$ cat config.mk
export PLATFORM = sky130hd
export DESIGN_NAME = axil_uart_ctrl_v2
export DESIGN_NICKNAME = d
export VERILOG_FILES = /design/src/rtl/axil_uart_ctrl_v2.sv
export SDC_FILE = /design/constraint.sdc
export NUM_CORES = 1
export LEC_CHECK = 0
export ABC_AREA = 0
export BUFFER_PORTS_ARGS = -buffer_cell sky130_fd_sc_hd__clkbuf_2
export CAP_MARGIN = 20
export CORE_MARGIN = 8
export CORE_UTILIZATION = 52
export CTS_BUF_LIST = sky130_fd_sc_hd__clkbuf_4 sky130_fd_sc_hd__clkbuf_8
export CTS_CLUSTER_DIAMETER = 120
export DETAILED_ROUTE_END_ITERATION = 10
export GPL_TIMING_DRIVEN = 0
export PLACE_DENSITY = 0.72
export SYNTH_ARGS = -nofsm -noshare
export SYNTH_HDL_FRONTEND = slang
export SYNTH_SLANG_ARGS = --single-unit
$ cat constraint.sdc
create_clock -name clock -period 3.4 [get_ports clock]
set_input_delay 0.17 -clock clock [delete_from_list [all_inputs] [get_ports clock]]
set_output_delay 0.17 -clock clock [all_outputs]
set_load 0.005 [all_outputs]
$ cat src/rtl/axil_uart_ctrl_v2.sv
// rtl/axil_uart_ctrl_v2.sv - AXI4-Lite register front end for the UART core
// Holds TX/RX byte FIFOs, CONFIG/STATUS/IRQ registers, RTS flow control and a level interrupt.
module axil_uart_ctrl_v2 #(
  parameter int          ADDR_W     = 16,
  parameter int          TX_DEPTH   = 16,
  parameter int          RX_DEPTH   = 16,
  parameter int          RX_THRESH  = 1,
  parameter int          RTS_MARGIN = 2,
  parameter logic [31:0] CONFIG_RST = 32'h8400_01B2
) (
  input  logic              clock,
  input  logic              reset,
  input  logic [ADDR_W-1:0] s_axi_awaddr,
  input  logic              s_axi_awvalid,
  output logic              s_axi_awready,
  input  logic [31:0]       s_axi_wdata,
  input  logic [3:0]        s_axi_wstrb,
  input  logic              s_axi_wvalid,
  output logic              s_axi_wready,
  output logic [1:0]        s_axi_bresp,
  output logic              s_axi_bvalid,
  input  logic              s_axi_bready,
  input  logic [ADDR_W-1:0] s_axi_araddr,
  input  logic              s_axi_arvalid,
  output logic              s_axi_arready,
  output logic [31:0]       s_axi_rdata,
  output logic [1:0]        s_axi_rresp,
  output logic              s_axi_rvalid,
  input  logic              s_axi_rready,
  output logic [7:0]        tx_data,
  output logic              tx_valid,
  input  logic              tx_ready,
  input  logic [7:0]        rx_data,
  input  logic              rx_valid,
  output logic [23:0]       div_num,
  output logic [3:0]        data_bit,
  output logic [1:0]        stop_bit,
  output logic [1:0]        check_bit,
  output logic              rts,
  output logic              irq
);
  localparam int TPW = $clog2(TX_DEPTH);
  localparam int RPW = $clog2(RX_DEPTH);
  localparam int TLW = TPW + 1;
  localparam int RLW = RPW + 1;
  localparam logic [TLW-1:0] TX_FULL_LVL = TLW'(TX_DEPTH);
  localparam logic [RLW-1:0] RX_FULL_LVL = RLW'(RX_DEPTH);
  localparam logic [RLW-1:0] RX_THR_LVL  = RLW'(RX_THRESH);
  localparam logic [RLW-1:0] RTS_LVL     = RLW'(RX_DEPTH - RTS_MARGIN);
  localparam logic [1:0] OKAY   = 2'b00;
  localparam logic [1:0] SLVERR = 2'b10;

  logic [7:0]     tx_mem [TX_DEPTH];
  logic [7:0]     rx_mem [RX_DEPTH];
  logic [TPW-1:0] tx_wptr, tx_rptr;
  logic [RPW-1:0] rx_wptr, rx_rptr;
  logic [TLW-1:0] tx_lvl;
  logic [RLW-1:0] rx_lvl, rx_lvl_nxt;
  logic [31:0]    cfg, status, rd_data;
  logic [2:0]     irq_en, irq_pend;
  logic [1:0]     wr_resp, rd_resp;
  logic           aw_rdy, overrun;

  logic [2:0] wr_idx, rd_idx;
  logic       wr_ok, rd_ok, wr_hs, rd_hs;
  logic       tx_empty, tx_full, rx_empty, rx_full;
  logic       tx_push, tx_pop, rx_push, rx_pop, ovr_clr;
  logic       unused_addr_lsbs;

  assign wr_idx = s_axi_awaddr[4:2];
  assign rd_idx = s_axi_araddr[4:2];
  assign wr_ok  = (s_axi_awaddr[ADDR_W-1:5] == '0);
  assign rd_ok  = (s_axi_araddr[ADDR_W-1:5] == '0);
  assign wr_hs  = aw_rdy & s_axi_awvalid & s_axi_wvalid;
  assign rd_hs  = s_axi_arready & s_axi_arvalid;
  assign unused_addr_lsbs = &{1'b0, s_axi_awaddr[1:0], s_axi_araddr[1:0]};

  assign s_axi_awready = aw_rdy;
  assign s_axi_wready  = aw_rdy;

  assign tx_empty = (tx_lvl == '0);
  assign tx_full  = (tx_lvl == TX_FULL_LVL);
  assign rx_empty = (rx_lvl == '0);
  assign rx_full  = (rx_lvl == RX_FULL_LVL);
  assign tx_valid = ~tx_empty;
  assign tx_data  = tx_mem[tx_rptr];

  // Full/empty are sampled before this cycle's opposite-side pop/push.
  assign tx_push = wr_hs & wr_ok & (wr_idx == 3'd1) & s_axi_wstrb[0] & ~tx_full;
  assign tx_pop  = tx_valid & tx_ready;
  assign rx_push = rx_valid & ~rx_full;
  assign rx_pop  = rd_hs & rd_ok & (rd_idx == 3'd0) & ~rx_empty;
  assign ovr_clr = wr_hs & wr_ok & (wr_idx == 3'd5) & s_axi_wstrb[0] & s_axi_wdata[2];

  assign div_num   = cfg[23:0];
  assign data_bit  = cfg[31:28];
  assign stop_bit  = cfg[27:26];
  assign check_bit = cfg[25:24];

  assign status   = {8'b0, 8'(tx_lvl), 8'(rx_lvl), 3'b0, overrun, tx_full, tx_empty, rx_full, rx_empty};
  assign irq_pend = {overrun, tx_empty, (rx_lvl >= RX_THR_LVL)};

  always_comb begin
    rx_lvl_nxt = rx_lvl;
    if (rx_push && !rx_pop)      rx_lvl_nxt = rx_lvl + 1'b1;
    else if (!rx_push && rx_pop) rx_lvl_nxt = rx_lvl - 1'b1;
  end

  always_comb begin
    wr_resp = OKAY;
    if (!wr_ok) begin
      wr_resp = SLVERR;
    end else begin
      case (wr_idx)
        3'd0:                    wr_resp = SLVERR;
        3'd1:                    if (s_axi_wstrb[0] && tx_full) wr_resp = SLVERR;
        3'd2, 3'd3, 3'd4, 3'd5:  wr_resp = OKAY;
        default:                 wr_resp = SLVERR;
      endcase
    end
  end

  always_comb begin
    rd_data = '0;
    rd_resp = OKAY;
    if (!rd_ok) begin
      rd_resp = SLVERR;
    end else begin
      case (rd_idx)
        3'd0: begin
          if (rx_empty) rd_resp = SLVERR;
          else          rd_data = {1'b1, 23'b0, rx_mem[rx_rptr]};
        end
        3'd1:    rd_data = '0;
        3'd2:    rd_data = cfg;
        3'd3:    rd_data = status;
        3'd4:    rd_data = {29'b0, irq_en};
        3'd5:    rd_data = {29'b0, irq_pend};
        default: rd_resp = SLVERR;
      endcase
    end
  end

  always_ff @(posedge clock or negedge reset) begin
    if (!reset) begin
      aw_rdy        <= 1'b0;
      s_axi_bvalid  <= 1'b0;
      s_axi_bresp   <= OKAY;
      s_axi_arready <= 1'b0;
      s_axi_rvalid  <= 1'b0;
      s_axi_rdata   <= '0;
      s_axi_rresp   <= OKAY;
    end else begin
      aw_rdy        <= s_axi_awvalid & s_axi_wvalid & ~s_axi_bvalid & ~aw_rdy;
      s_axi_arready <= s_axi_arvalid & ~s_axi_rvalid & ~s_axi_arready;
      if (wr_hs) begin
        s_axi_bvalid <= 1'b1;
        s_axi_bresp  <= wr_resp;
      end else if (s_axi_bready) begin
        s_axi_bvalid <= 1'b0;
      end
      if (rd_hs) begin
        s_axi_rvalid <= 1'b1;
        s_axi_rdata  <= rd_data;
        s_axi_rresp  <= rd_resp;
      end else if (s_axi_rready) begin
        s_axi_rvalid <= 1'b0;
      end
    end
  end

  always_ff @(posedge clock) begin
    if (tx_push) tx_mem[tx_wptr] <= s_axi_wdata[7:0];
    if (rx_push) rx_mem[rx_wptr] <= rx_data;
  end

  always_ff @(posedge clock or negedge reset) begin
    if (!reset) begin
      tx_wptr <= '0;
      tx_rptr <= '0;
      tx_lvl  <= '0;
      rx_wptr <= '0;
      rx_rptr <= '0;
      rx_lvl  <= '0;
      cfg     <= CONFIG_RST;
      irq_en  <= 3'b0;
      overrun <= 1'b0;
      rts     <= 1'b0;
      irq     <= 1'b0;
    end else begin
      if (tx_push) tx_wptr <= tx_wptr + 1'b1;
      if (tx_pop)  tx_rptr <= tx_rptr + 1'b1;
      if (tx_push && !tx_pop)      tx_lvl <= tx_lvl + 1'b1;
      else if (!tx_push && tx_pop) tx_lvl <= tx_lvl - 1'b1;
      if (rx_push) rx_wptr <= rx_wptr + 1'b1;
      if (rx_pop)  rx_rptr <= rx_rptr + 1'b1;
      rx_lvl <= rx_lvl_nxt;
      rts    <= (rx_lvl_nxt >= RTS_LVL);
      irq    <= |(irq_en & irq_pend);
      // A byte lost this cycle outranks a simultaneous W1C.
      if (rx_valid && rx_full) overrun <= 1'b1;
      else if (ovr_clr)        overrun <= 1'b0;
      if (wr_hs && wr_ok && wr_idx == 3'd2) begin
        for (int b = 0; b < 4; b++)
          if (s_axi_wstrb[b]) cfg[8*b +: 8] <= s_axi_wdata[8*b +: 8];
      end
      if (wr_hs && wr_ok && wr_idx == 3'd4 && s_axi_wstrb[0]) irq_en <= s_axi_wdata[2:0];
    end
  end
endmodule

### Word level (Yosys, flattened, before mapping)

Memories as Yosys holds them, arrays and structs flattened.
Cells that the tools add are included.

| word-level totals | value |
|---|---|
| memory bits (writable) | 256 |
| output and inout bits | 84 |
| word-level logic and storage cells | 127 |
| flip-flop bits (word level) | 104 |
| memories kept | 2 |
| input bits | 85 |

| cells by class | value |
|---|---|
| add/sub/neg operators | 8 |
| reduce and logical (&&, ||, !) cells | 30 |
| equality and inequality tests | 12 |
| magnitude comparators | 2 |
| bitwise gates (word level) | 29 |
| muxes and demuxes | 23 |

Memories:

| name | words | bits a word | read ports | clocked after memory_dff | wr ports | RTL line | RTL |
|---|---|---|---|---|---|---|---|
| rx_mem | 16 | 8 | 1 | 0 | 1 | 54 | `logic [7:0] rx_mem [RX_DEPTH];` |
| tx_mem | 16 | 8 | 1 | 0 | 1 | 53 | `logic [7:0] tx_mem [TX_DEPTH];` |

Operator list:

| operator | count |
|---|---|
| 32-bit case mux with 5 select lines | 1 |
| 32-bit two-way mux | 2 |
| 11-bit logical NOT | 2 |
| 1-bit bitwise AND | 20 |
| 5-bit two-way mux | 4 |
| 4-bit by 1-bit adder with 4-bit output (second input constant) | 4 |
| 3-bit by 2-bit == test with 1-bit output (second input constant) | 4 |
| 3-bit == test (second input constant) | 4 |
| 5-bit by 1-bit adder with 5-bit output (second input constant) | 2 |
| 5-bit == test (second input constant) | 2 |
| 1-bit logical AND | 10 |
| 5-bit logical NOT | 2 |
| 1-bit two-way mux | 10 |
| 5-bit by 1-bit subtractor with 5-bit output (second input constant) | 2 |
| 2-bit two-way mux | 4 |
| 1-bit NOT | 8 |
| 2-bit case mux with 2 select lines | 2 |
| 2-bit AND reduction | 4 |
| 2-bit nonzero test | 4 |
| 3-bit by 1-bit == test with 1-bit output (second input constant) | 2 |
| 5-bit by 1-bit >= comparator with 1-bit output (second input constant) | 1 |
| 5-bit by 4-bit >= comparator with 1-bit output (second input constant) | 1 |
| 5-bit OR reduction | 1 |
| 1-bit logical NOT | 4 |
| other kinds (4) | 4 |

### Longest topological paths before layout

Gate-level depths: netlist (run 1).

| logic depth | value |
|---|---|
| depth after elaboration | 10 |
| gate-level depth with buffers | 13 |
| gate-level depth less buffers | 13 |

### Worst setup path after synthesis (run 1)

OpenSTA, ideal clock, no wires.

| timing path | value |
|---|---|
| kind | flip-flop to flip-flop |
| start point | register tx_lvl[0] |
| end point | register tx_lvl[4] |
| cell stages (with the launch flop) | 14 |
| slack | 465 ps |
| arrival | 2809 ps |
| clock period less this slack | 2935 ps |
| buffers on the path | 0 |
| required time | 3274 ps |
| library setup time | 126 ps |
| cells stage by stage | dfrtp_1 nor4_1 nor2b_1 inv_1 and2_1 inv_1 ha_1 inv_1 fa_1 a21o_1 a21oi_1 xnor2_1 nor2_1 xor2_1 |

| between the ends | value |
|---|---|
| word-level cells in the longest chain between the ends | 6 |
| elaborated cells on any way between the ends | 15 |
| classes of those cells | add/sub: 2; eq/ne: 1; mux: 2; bitwise: 4; reduce/logical: 6 |

RTL lines:

| what | RTL line | RTL |
|---|---|---|
| start, declared | 57 | `logic [TLW-1:0] tx_lvl;` |
| start signal, assigned | 193 | `if (tx_push && !tx_pop) tx_lvl <= tx_lvl + 1'b1;` |
| start signal, assigned | 194 | `else if (!tx_push && tx_pop) tx_lvl <= tx_lvl - 1'b1;` |
| 5-bit logical NOT (*) | 81 | `assign tx_empty = (tx_lvl == '0);` |
| 1-bit NOT (*) | 85 | `assign tx_valid = ~tx_empty;` |
| net tx_valid | 31 | `output logic tx_valid,` |
| 1-bit bitwise AND (*) | 90 | `assign tx_pop = tx_valid & tx_ready;` |
| 1-bit logical NOT | 193 |  |
| 1-bit logical AND | 193 |  |
| 5-bit two-way mux or 2-bit nonzero test (tied branches) | -- |  |

Mark *: on every way through the listed nets, which the timed path passes. The rest lies on a longest branch. The select of a mux whose other input is x is not followed.
A chain may end at the register's enable or synchronous reset.

### Worst setup path in the final report (run 1)

| timing path | value |
|---|---|
| start point | register aw_rdy (netlist: s_axi_awready) |
| end point | register tx_lvl[4] |

| between the ends | value |
|---|---|
| word-level cells in the longest chain between the ends | 9 |
| elaborated cells on any way between the ends | 11 |
| classes of those cells | mux: 1; bitwise: 6; reduce/logical: 4 |

RTL lines:

| what | RTL line | RTL |
|---|---|---|
| start, declared | 62 | `logic aw_rdy, overrun;` |
| start signal, assigned | 154 | `aw_rdy <= s_axi_awvalid & s_axi_wvalid & ~s_axi_bvalid & ~aw_rdy;` |
| 1-bit bitwise AND (*) (2 in series) | 74 | `assign wr_hs = aw_rdy & s_axi_awvalid & s_axi_wvalid;` |
| 1-bit bitwise AND (*) (4 in series) | 89 | `assign tx_push = wr_hs & wr_ok & (wr_idx == 3'd1) & s_axi_wstrb[0] & ~tx_full;` |
| net tx_push | 67 | `logic tx_push, tx_pop, rx_push, rx_pop, ovr_clr;` |
| 1-bit logical NOT | 194 |  |
| 1-bit logical AND | 194 |  |
| 2-bit nonzero test (no source line) | -- |  |

Mark *: on every way through the listed nets, which the timed path passes. The rest lies on a longest branch.

==> results.json, run 1 <==
{
  "status": "complete, no violations",
  "hp-start": "rx_data[5]",
  "coreArea_sq_mm": 0.0276,
  "place_inst": 1338,
  "worstSetupStartpointType": "register",
  "use_met3_pct": 3.76,
  "area_growth_pct": 20.5,
  "synthArstFlopShare_pct": 28.5,
  "finalNonFillerCells": 1485,
  "yosysTopAreaCellShare_pct": 52.9,
  "fmax_mhz": 315,
  "cts_root_buf": "clkbuf_8",
  "preCtsSetupSlack_ps": -257,
  "drv_slew": 0,
  "slowest_delay_ps": 410,
  "worst_slew_pin_slew_ps": 933,
  "crit_path_cell_trace": "and3_1, and4_1, nor2b_1, and4_1, buf_2, ha_1, inv_1, fa_1, a21o_1, a21oi_1, xnor2_1, nor2_1, xor2_1",
  "clock_skew_ps": 27.0,
  "relSlewSlack_pct": 37.5,
  "crit_path_frequent_cell": "and4_1",
  "worst-path-stages": 13,
  "hp-class": "in2reg",
  "htreeDepth": 2,
  "grt_pass1_wl_mm": 51.5,
  "routabilityCongestion": 0.843,
  "r2r-end": "tx_lvl[4]",
  "port_buffers": 162,
  "start_util_pct": 52.6,
  "drive_above_1_share_pct": 36.3,
  "fin_tns_setup_ps": 0,
  "grt_overflow_total": 0,
  "r2r_setup_slack_ps": 220,
  "clock_latency_ps": 600,
  "drt_iter0_drc": 707,
  "wire_per_inst_um": 22.4,
  "fin_ws_ps": 224,
  "yosys_register_bits": 358,
  "crit_start": "s_axi_awready",
  "clock-sinks": 358,
  "cts_made_buffers": 56,
  "drc": 0,
  "clkTransAtPathRegs_ps": 60,
  "yosysTopAreaCell": "edfxtp_1",
  "vias_per_cell": 5.58,
  "period_needed_ps": 3180,
  "ys_seq_area_share_pct": 70.5,
  "required_ps": 3870,
  "worstRegToRegCells": 13,
  "p_per_area_mw_per_mm2": 622,
  "drv_cap": 0,
  "synth_edf_count": 256,
  "die_y_um": 183,
  "worst_path_dominant_cell_family": "simple AND/OR/NAND/NOR gates",
  "grt_max_degree": 58,
  "rows": 61,
  "rsz0062_at_grt": "false",
  "ys.flop_type": "edfxtp_1",
  "synth_warnings": 0,
  "seqPwrFrac_pct": 47.4,
  "combPwrFrac_pct": 18.2,
  "place_area_sq_mm": 0.0159,
  "synthTopCellsByArea": "edfxtp_1 (53%), dfrtp_1 (16%), mux4_2 (11%)",
  "setup_violations": 0,
  "n_antenna_cell": 0,
  "cts_tree": "built",
  "p_clk_share_pct": 34.5,
  "p_leak_nw": 6.77,
  "io_pins": 169,
  "grt_use_met1_pct": 26.5,
  "die_w_um": 183,
  "ir_worst_vdd_v": 0.000560,
  "first_pass_iters": 7,
  "path_max_fanout": 9,
  "fin_area_sq_mm": 0.0175,
  "syn_inst": 794,
  "grt_util_all_layers_pct": 20.2,
  "cts_buffer_depth": 3,
  "antenna_found_initial": 0,
  "p_int_mw": 8.06,
  "critPathSlowestCell": "fa_1",
  "grt_pass1_vias": 8681,
  "endpoint_kind": "register",
  "avgSynthCellArea_sq_um": 18.3,
  "final_util_pct": 63.4,
  "endpoint": "tx_lvl[4]",
  "r2r-start": "s_axi_awready",
  "use_met2_pct": 33.7,
  "antenna_left": 0,
  "worstSetupPathType": "reg2reg",
  "syn_area_sq_mm": 0.0145,
  "post-route-period-util_pct": 93.4,
  "postCtsSetupBuffers": 0,
  "ys_types": 51,
  "fin_nets": 1164,
  "die_area_sq_mm": 0.0336,
  "busiest_layer": "met2",
  "finalHoldViolCount": 0,
  "worst_ep_arrival_time_ps": 3650,
  "hpwlAfterDp_mm": 23.0,
  "p_sw_mw": 2.85,
  "wirelength_mm": 33.3,
  "p_sw_share_pct": 26.1,
  "crit_buf_inv": 2,
  "via_count": 8286
}
[cells in the final DEF, fill, tap and decap left out, types with 18 or more instances in the layout]
cell and instances:
mux2_2 36, clkbuf_4 25, clkbuf_8 67, edfxtp_1 256
and2_1 19, nand2_1 47, o21ai_0 19, mux4_2 69
dfrtp_1 94, nor2_1 22, dlygate4sd3_1 42, clkbuf_1 18
clkbuf_2 162, ha_1 18
[through the flow]
step	hold slack, ps	power (mW)
floorplan	-126	6.49
global placement	366	7.12
detailed placement	254	7.18
CTS	7.77	11.0
global route	35.7	11.4
finish	30.6	10.9
[metal layers]
layer  up-vias  share of wire (%)
met5         -                  0
met4         0                2.7
met3        75                5.4
met2       279                 51
met1      4256                 41
li1       3676                  -
[how the worst min path moves through the flow]
stage	cells after the start	slack, ps	endpoint
global route	1	40	rx_mem[2][5]
floorplan	0	-130	cfg[0]
global placement	2	370	s_axi_rvalid
CTS	1	8	rx_mem[2][5]
detailed placement	1	250	cfg[10]
finish	1	30	rx_mem[8][5]
[timing repair]
item,in CTS,in global routing
cloned,0,0
hold buffers,42,0
setup endpoints to repair,2,5
hold endpoints to repair,138,0
resized for setup,2,5
pin swaps,0,1
[synth_stat cells, types with 7 or more instances]
cell type / n
edfxtp_1: 256
dfrtp_1: 95
mux4_2: 69
nand2_1: 47
mux2_2: 36
nor2_1: 22
and2_1: 19
o21ai_0: 19
clkbuf_1: 18
ha_1: 18
xnor2_1: 17
a22o_1: 16
inv_1: 12
a21oi_1: 11
mux2i_1: 11
mux4_1: 11
buf_2: 10
nor3_1: 10
a22oi_1: 7
and4_1: 7
buf_1: 7
dfstp_2: 7
nand4_1: 7
nor2b_1: 7
[area by class of cell]
class | instances | area, sq um
flip-flops and latches | 358 | 10200
multi-input cells | 382 | 4070
clock inverters | 16 | 111
plain buffers | 43 | 226
inverters | 12 | 45.0
fillers | 2014 | 10100
clock buffers | 89 | 1090
repair buffers | 207 | 1270
well taps | 378 | 473
[power groups by stage]
stage	logic, mW	registers [mW]	clock network [mW]
floorplan	1.31	5.18	0
global placement	1.90	5.22	0
detailed placement	1.95	5.23	0
CTS	2.00	5.15	3.82
global route	2.18	5.20	4.00
finish	1.98	5.16	3.76
[state kept, by name, indices dropped and copies added, names as in the netlist]
signal         cells
irq                1
rx_mem           128
s_axi_rdata       32
rx_wptr            4
tx_wptr            4
rx_lvl             5
cfg               32
s_axi_rvalid       1
tx_lvl             5
tx_rptr            4
irq_en             3
tx_mem           128
overrun            1
rx_rptr            4
s_axi_rresp        1
s_axi_awready      1
s_axi_arready      1
s_axi_bvalid       1
rts                1
s_axi_bresp        1
[logic make-up after synthesis]
kind of cell / after synthesis / synth area share, %
xor+xnor: 22 / 1.32
mux: 127 / 16.2
fa+ha+maj: 20 / 1.76
buf+inv: 55 / 1.83
compound gates: 70 / 3.35
simple gates: 141 / 5.03
flops: 358 / 70.5
other cells: 1 / 0.0258
(Power assumes the default switching activity.)
==> run 2: changes to the inputs <==
--- a/config.mk
+++ b/config.mk
@@ -14,6 +14,7 @@
 export CTS_CLUSTER_DIAMETER = 120
 export DETAILED_ROUTE_END_ITERATION = 10
 export GPL_TIMING_DRIVEN = 0
+export HOLD_SLACK_MARGIN = 0.06
 export PLACE_DENSITY = 0.72
 export SYNTH_ARGS = -nofsm -noshare
 export SYNTH_HDL_FRONTEND = slang
==> run 2 against run 1 <==
- first-iteration DRC count is 11% lower
- critical endpoint unchanged
- total power rose by 0.17%
- clock skew rose by 3.6 ps
- largest power group unchanged
- design area increased by 0.91%
==> results.json, run 2 (same netlist as run 1, synthesis figures left out) <==
{
  "coreArea_sq_mm": 0.0276,
  "path_max_fanout": 9,
  "power.total_mw": 10.9,
  "n_antenna_cell": 0,
  "port_buffers": 162,
  "drive_above_1_share_pct": 35.8,
  "wirelength_mm": 33.6,
  "clock_latency_ps": 600,
  "via_count": 8345,
  "cts_tree": "built",
  "clkTransAtPathRegs_ps": 60,
  "worstSetupPathType": "reg2reg",
  "die_w_um": 183,
  "place_area_sq_mm": 0.0159,
  "endpoint_kind": "register",
  "hp-class": "in2reg",
  "cts_root_buf": "clkbuf_8",
  "start_util_pct": 52.6,
  "setup_violations": 0,
  "relSlewSlack_pct": 38.2,
  "drv_slew": 0,
  "drt_iter0_drc": 632,
  "area_growth_pct": 21.6,
  "antenna_found_initial": 0,
  "worst_path_dominant_cell_family": "simple AND/OR/NAND/NOR gates",
  "status": "complete, no violations",
  "io_pins": 169,
  "grt_pass1_vias": 8761,
  "preCtsSetupSlack_ps": -257,
  "fin_area_sq_mm": 0.0177,
  "grt_max_degree": 58,
  "die_y_um": 183,
  "grt_util_all_layers_pct": 20.3,
  "grt_overflow_total": 0,
  "crit_path_cell_trace": "and3_1, and4_1, nor2b_1, and4_1, buf_2, ha_1, inv_1, fa_1, a21o_1, a21oi_1, xnor2_1, nor2_1, xor2_1",
  "period_needed_ps": 3190,
  "rsz0062_at_grt": "false",
  "clock-sinks": 358,
  "first_pass_iters": 6,
  "p_leak_nw": 6.85,
  "drc": 0,
  "post-route-period-util_pct": 93.9,
  "crit_path_frequent_cell": "and4_1",
  "fill_cells": 1996,
  "hpwlAfterDp_mm": 23.0,
  "wire_per_inst_um": 22.4,
  "cts_buffer_depth": 3,
  "slowest_delay_ps": 410,
  "finalHoldViolCount": 0,
  "worstSetupStartpointType": "register",
  "fin_ws_ps": 206,
  "p_per_area_mw_per_mm2": 617,
  "drv_cap": 0,
  "critPathSlowestCell": "fa_1",
  "vias_per_cell": 5.56,
  "routabilityCongestion": 0.843,
  "fin_nets": 1180,
  "crit_buf_inv": 2,
  "ir_worst_vdd_v": 0.000559,
  "worst_ep_arrival_time_ps": 3670,
  "required_ps": 3870,
  "clock_skew_ps": 30.6,
  "final_cell_mix": "edfxtp_1 (256), clkbuf_2 (162), dfrtp_1 (94)",
  "rows": 61,
  "grt_pass1_wl_mm": 51.9,
  "top_regs": "rx_mem x128, tx_mem x128",
  "fmax_mhz": 313,
  "htreeDepth": 2,
  "antenna_left": 0,
  "cts_made_buffers": 56,
  "worst_slew_pin_slew_ps": 922,
  "layout_commonest_cell": "edfxtp_1",
  "die_area_sq_mm": 0.0336
}
## run 2: changes by cell type in the layout (fill, tap and decap cells not counted), sizes merged
cell / previous run / this run
dlygate4sd3: 42 / 58
## run 2: where the power goes
group | total [mW] | switching (mW) | internal [mW] | leakage, nW
logic | 1.99 | 1.02 | 0.979 | 2.56
clock network | 3.77 | 1.65 | 2.11 | 0.643
registers | 5.16 | 0.189 | 4.98 | 3.64
## run 2: worst paths after layout
kind	start	end	slack, ps	cells past startpoint
max	s_axi_awready	tx_lvl[4]	210	13
min	s_axi_wdata[2]	tx_mem[12][2]	120	1
max reg2reg	s_axi_awready	tx_lvl[4]	210	13
min reg2reg	s_axi_rvalid	s_axi_arready	470	1
max in group asynchronous	reset	cfg[4]	2480	3
min in group asynchronous	reset	cfg[10]	170	2
## run 2: metrics by stage
stage	utilization [%]	setup TNS [ps]	instances	hold WS, ps
after floorplan	-	0	795	-126
after global placement	57.3	-259	1335	366
after detailed placement	57.5	-311	1338	254
after CTS	64.0	0	1501	73.9
after global routing	64.0	0	1501	107
final	64.0	0	1501	117
## run 2: cell type report
| cell class | instances | area [sq um] | area share, % |
|---|---|---|---|
| flip-flops and latches | 358 | 10200 | 57.9 |
| multi-input cells | 382 | 4070 | 23.0 |
| repair buffers | 223 | 1430 | 8.09 |
| clock buffers | 89 | 1090 | 6.15 |
| well taps | 378 | 473 | 2.67 |
| plain buffers | 43 | 226 | 1.28 |
| clock inverters | 16 | 111 | 0.630 |
| inverters | 12 | 45.0 | 0.255 |
## run 2: repair_timing
item                       in CTS  in global routing
hold buffers                   58                  0
gates resized for setup         2                  5
hold endpoints to repair      289                  0
pin swaps                       0                  1
setup endpoints to repair       2                  5
buffers inserted                0                  0
## run 2: metal layers
layer  vias up  global-route usage, %  share of wire, %
met3        81                   3.82               5.0
met2       268                   34.0                50
met5         -                      0                 0
met1      4284                   26.6                42
li1       3712                      -                 -
met4         0                   6.73               2.8
## run 2: worst register-to-register path: stages, from the launching register on
cell and delay [ps]:
dfrtp_1 380, and3_1 290, and4_1 350, nor2b_1 210, and4_1 190, buf_2 210
ha_1 210, inv_1 110, fa_1 410, a21o_1 170, a21oi_1 160, xnor2_1 140
nor2_1 70, xor2_1 150
==> run 3: changes to the inputs <==
--- a/config.mk
+++ b/config.mk
@@ -9,13 +9,13 @@
 export BUFFER_PORTS_ARGS = -buffer_cell sky130_fd_sc_hd__clkbuf_2
 export CAP_MARGIN = 20
 export CORE_MARGIN = 8
-export CORE_UTILIZATION = 52
+export CORE_UTILIZATION = 60
 export CTS_BUF_LIST = sky130_fd_sc_hd__clkbuf_4 sky130_fd_sc_hd__clkbuf_8
 export CTS_CLUSTER_DIAMETER = 120
 export DETAILED_ROUTE_END_ITERATION = 10
 export GPL_TIMING_DRIVEN = 0
 export HOLD_SLACK_MARGIN = 0.06
-export PLACE_DENSITY = 0.72
+export PLACE_DENSITY = 0.82
 export SYNTH_ARGS = -nofsm -noshare
 export SYNTH_HDL_FRONTEND = slang
 export SYNTH_SLANG_ARGS = --single-unit
==> run 3 against run 2 <==
- the run now ends with design-rule violations left
- worst hold slack worse by 25 ps
- combinational power up 3%
- routed wire length up 1.4%
- non-clock buffer count down 4
- first-iteration DRC count up 20%
- critical path depth down 8
- clock skew up 8.5 ps
- worst setup slack worse by 3.3 ps
- design area down 1.2%
- sequential share of layout area up 0.68 points
- critical path type is now reg2out
- largest cell class unchanged
- highest routed layer unchanged
==> results.json, run 3 (same netlist as run 1, synthesis figures left out) <==
{
  "cts_buffer_depth": 3,
  "wl_met1_mm": 13.4,
  "path_max_fanout": 10,
  "drt_iter0_drc": 757,
  "p_sw_share_pct": 26.6,
  "wl_met3_mm": 1.85,
  "routed.top_layer": "met4",
  "r2r_setup_slack_ps": 200,
  "clock_skew_ps": 39.1,
  "htreeDepth": 2,
  "area_growth_pct": 20.2,
  "grt_overflow_total": 0,
  "endpoint_kind": "output pin",
  "vias_per_cell": 5.91,
  "clock-sinks": 358,
  "worst_ep_arrival_time_ps": 3030,
  "die_area_sq_mm": 0.0295,
  "antenna_left": 0,
  "drive_above_1_share_pct": 35.1,
  "fin_tns_setup_ps": 0,
  "worstSetupStartpointType": "register",
  "fmax_mhz": 313,
  "coreArea_sq_mm": 0.0240,
  "clkTransAtPathRegs_ps": 60,
  "wire_per_inst_um": 23.6,
  "finalHoldViolCount": 0,
  "die_w_um": 172,
  "final_cell_mix": "edfxtp_1 (256), clkbuf_2 (162), dfrtp_1 (95)",
  "grt_pass1_vias": 8966,
  "cts_root_buf": "clkbuf_8",
  "period_needed_ps": 3200,
  "r2r-start": "s_axi_awready",
  "seqPwrFrac_pct": 48.0,
  "relSlewSlack_pct": 39.0,
  "violations": "design-rule violations",
  "worstSetupPathType": "reg2out",
  "post-route-period-util_pct": 94.0,
  "status": "finished, violations left",
  "io_pins": 169,
  "antenna_found_initial": 0,
  "wl_met2_mm": 17.7,
  "layout_commonest_cell": "edfxtp_1",
  "top_regs": "rx_mem x128, tx_mem x128",
  "hpwlAfterDp_mm": 23.0,
  "hp-start": "s_axi_wvalid",
  "die_y_um": 172,
  "rows": 57,
  "combPwrFrac_pct": 18.9,
  "cts_made_buffers": 56,
  "worst_slew_pin_slew_ps": 914,
  "worstRegToRegCells": 13,
  "grt_util_all_layers_pct": 23.5,
  "n_antenna_cell": 0,
  "hold_depth": 3,
  "required_ps": 3230,
  "cts_tree": "built",
  "start_util_pct": 60.5,
  "drc": 1,
  "p_int_mw": 7.92,
  "first_pass_iters": 8,
  "p_sw_mw": 2.87,
  "grt_max_degree": 60,
  "p_per_area_mw_per_mm2": 617,
  "drv_slew": 0,
  "drv_cap": 0,
  "port_buffers": 162,
  "clock_latency_ps": 600,
  "p_clk_share_pct": 33.1,
  "via_count": 8530,
  "grt_pass1_wl_mm": 51.6,
  "setup_violations": 0,
  "routabilityCongestion": 0.842,
  "ir_worst_vdd_v": 0.000496,
  "final_util_pct": 72.7,
  "p_leak_nw": 6.77,
  "wirelength_mm": 34.0,
  "crit_start": "tx_rptr[0]",
  "hp-class": "in2reg",
  "fin_nets": 1176
}
-- run 3: changes by cell type in the layout (fill, tap and decap cells not counted), moves of 2 or more --
cell           previous run  this run
clkinv_1                  5        17
nor3_1                    8        10
clkbuf_8                 67        59
clkinv_2                  7         1
nor3_2                    2         0
dlygate4sd3_1            58        49
buf_4                     4        11
clkbuf_4                 25        27
-- run 3: what timing repair did --
item                                    CTS  global route
buffers inserted                          0             3
pin swaps                                 0             1
endpoints found under the setup margin    2             1
resized for setup                         3             1
hold buffers                             49             0
endpoints found under the hold margin   234             0
-- run 3: critical path, stage by stage (launching register included) --
cell and delay (ps):
dfrtp_1 350, clkbuf_1 420, buf_2 430, mux4_2 600, mux4_2 510, clkbuf_2 130
-- run 3: final cells by class --
type                    instances  area [sq um]
plain buffers                  43           221
clock buffers                  85          1010
clock inverters                21           115
fillers                      1451          6550
inverters                      12          45.0
multi-input cells             382          4060
flip-flops and latches        358         10200
well taps                     324           405
repair buffers                219          1380
-- run 3: routing by layer --
layer,vias up,track usage [%]
li1,3704,-
met1,4393,29.7
met2,350,40.1
met3,83,3.88
met4,0,10.0
met5,-,0
-- run 3: worst paths after layout --
path,endpoint
max,tx_data[7]
min reg2reg,s_axi_awready
min,s_axi_bvalid
max in group asynchronous,cfg[31]
max reg2reg,tx_lvl[4]
min in group asynchronous,rx_wptr[0]
-- run 3: stage by stage --
stage | hold slack (ps) | std cells | power [mW] | worst slack, ps | cell area (sq um)
after floorplan | -126 | 795 | 6.49 | 465 | 14500
after global placement | 357 | 1281 | 7.10 | -227 | 15800
after detailed placement | 352 | 1286 | 7.19 | -290 | 15800
after CTS | 61.7 | 1441 | 10.8 | 45.7 | 17500
after global routing | 68.9 | 1444 | 11.2 | -1.23 | 17500
final | 91.7 | 1444 | 10.8 | 203 | 17500
-- run 3: power by group through the flow --
stage                     Sequential, mW  Combinational, mW  Clock (mW)
after CTS                           5.16               2.03        3.63
final                               5.18               2.04        3.58
after global routing                5.20               2.20        3.81
after detailed placement            5.23               1.96           0
after floorplan                     5.18               1.31           0
after global placement              5.22               1.88           0
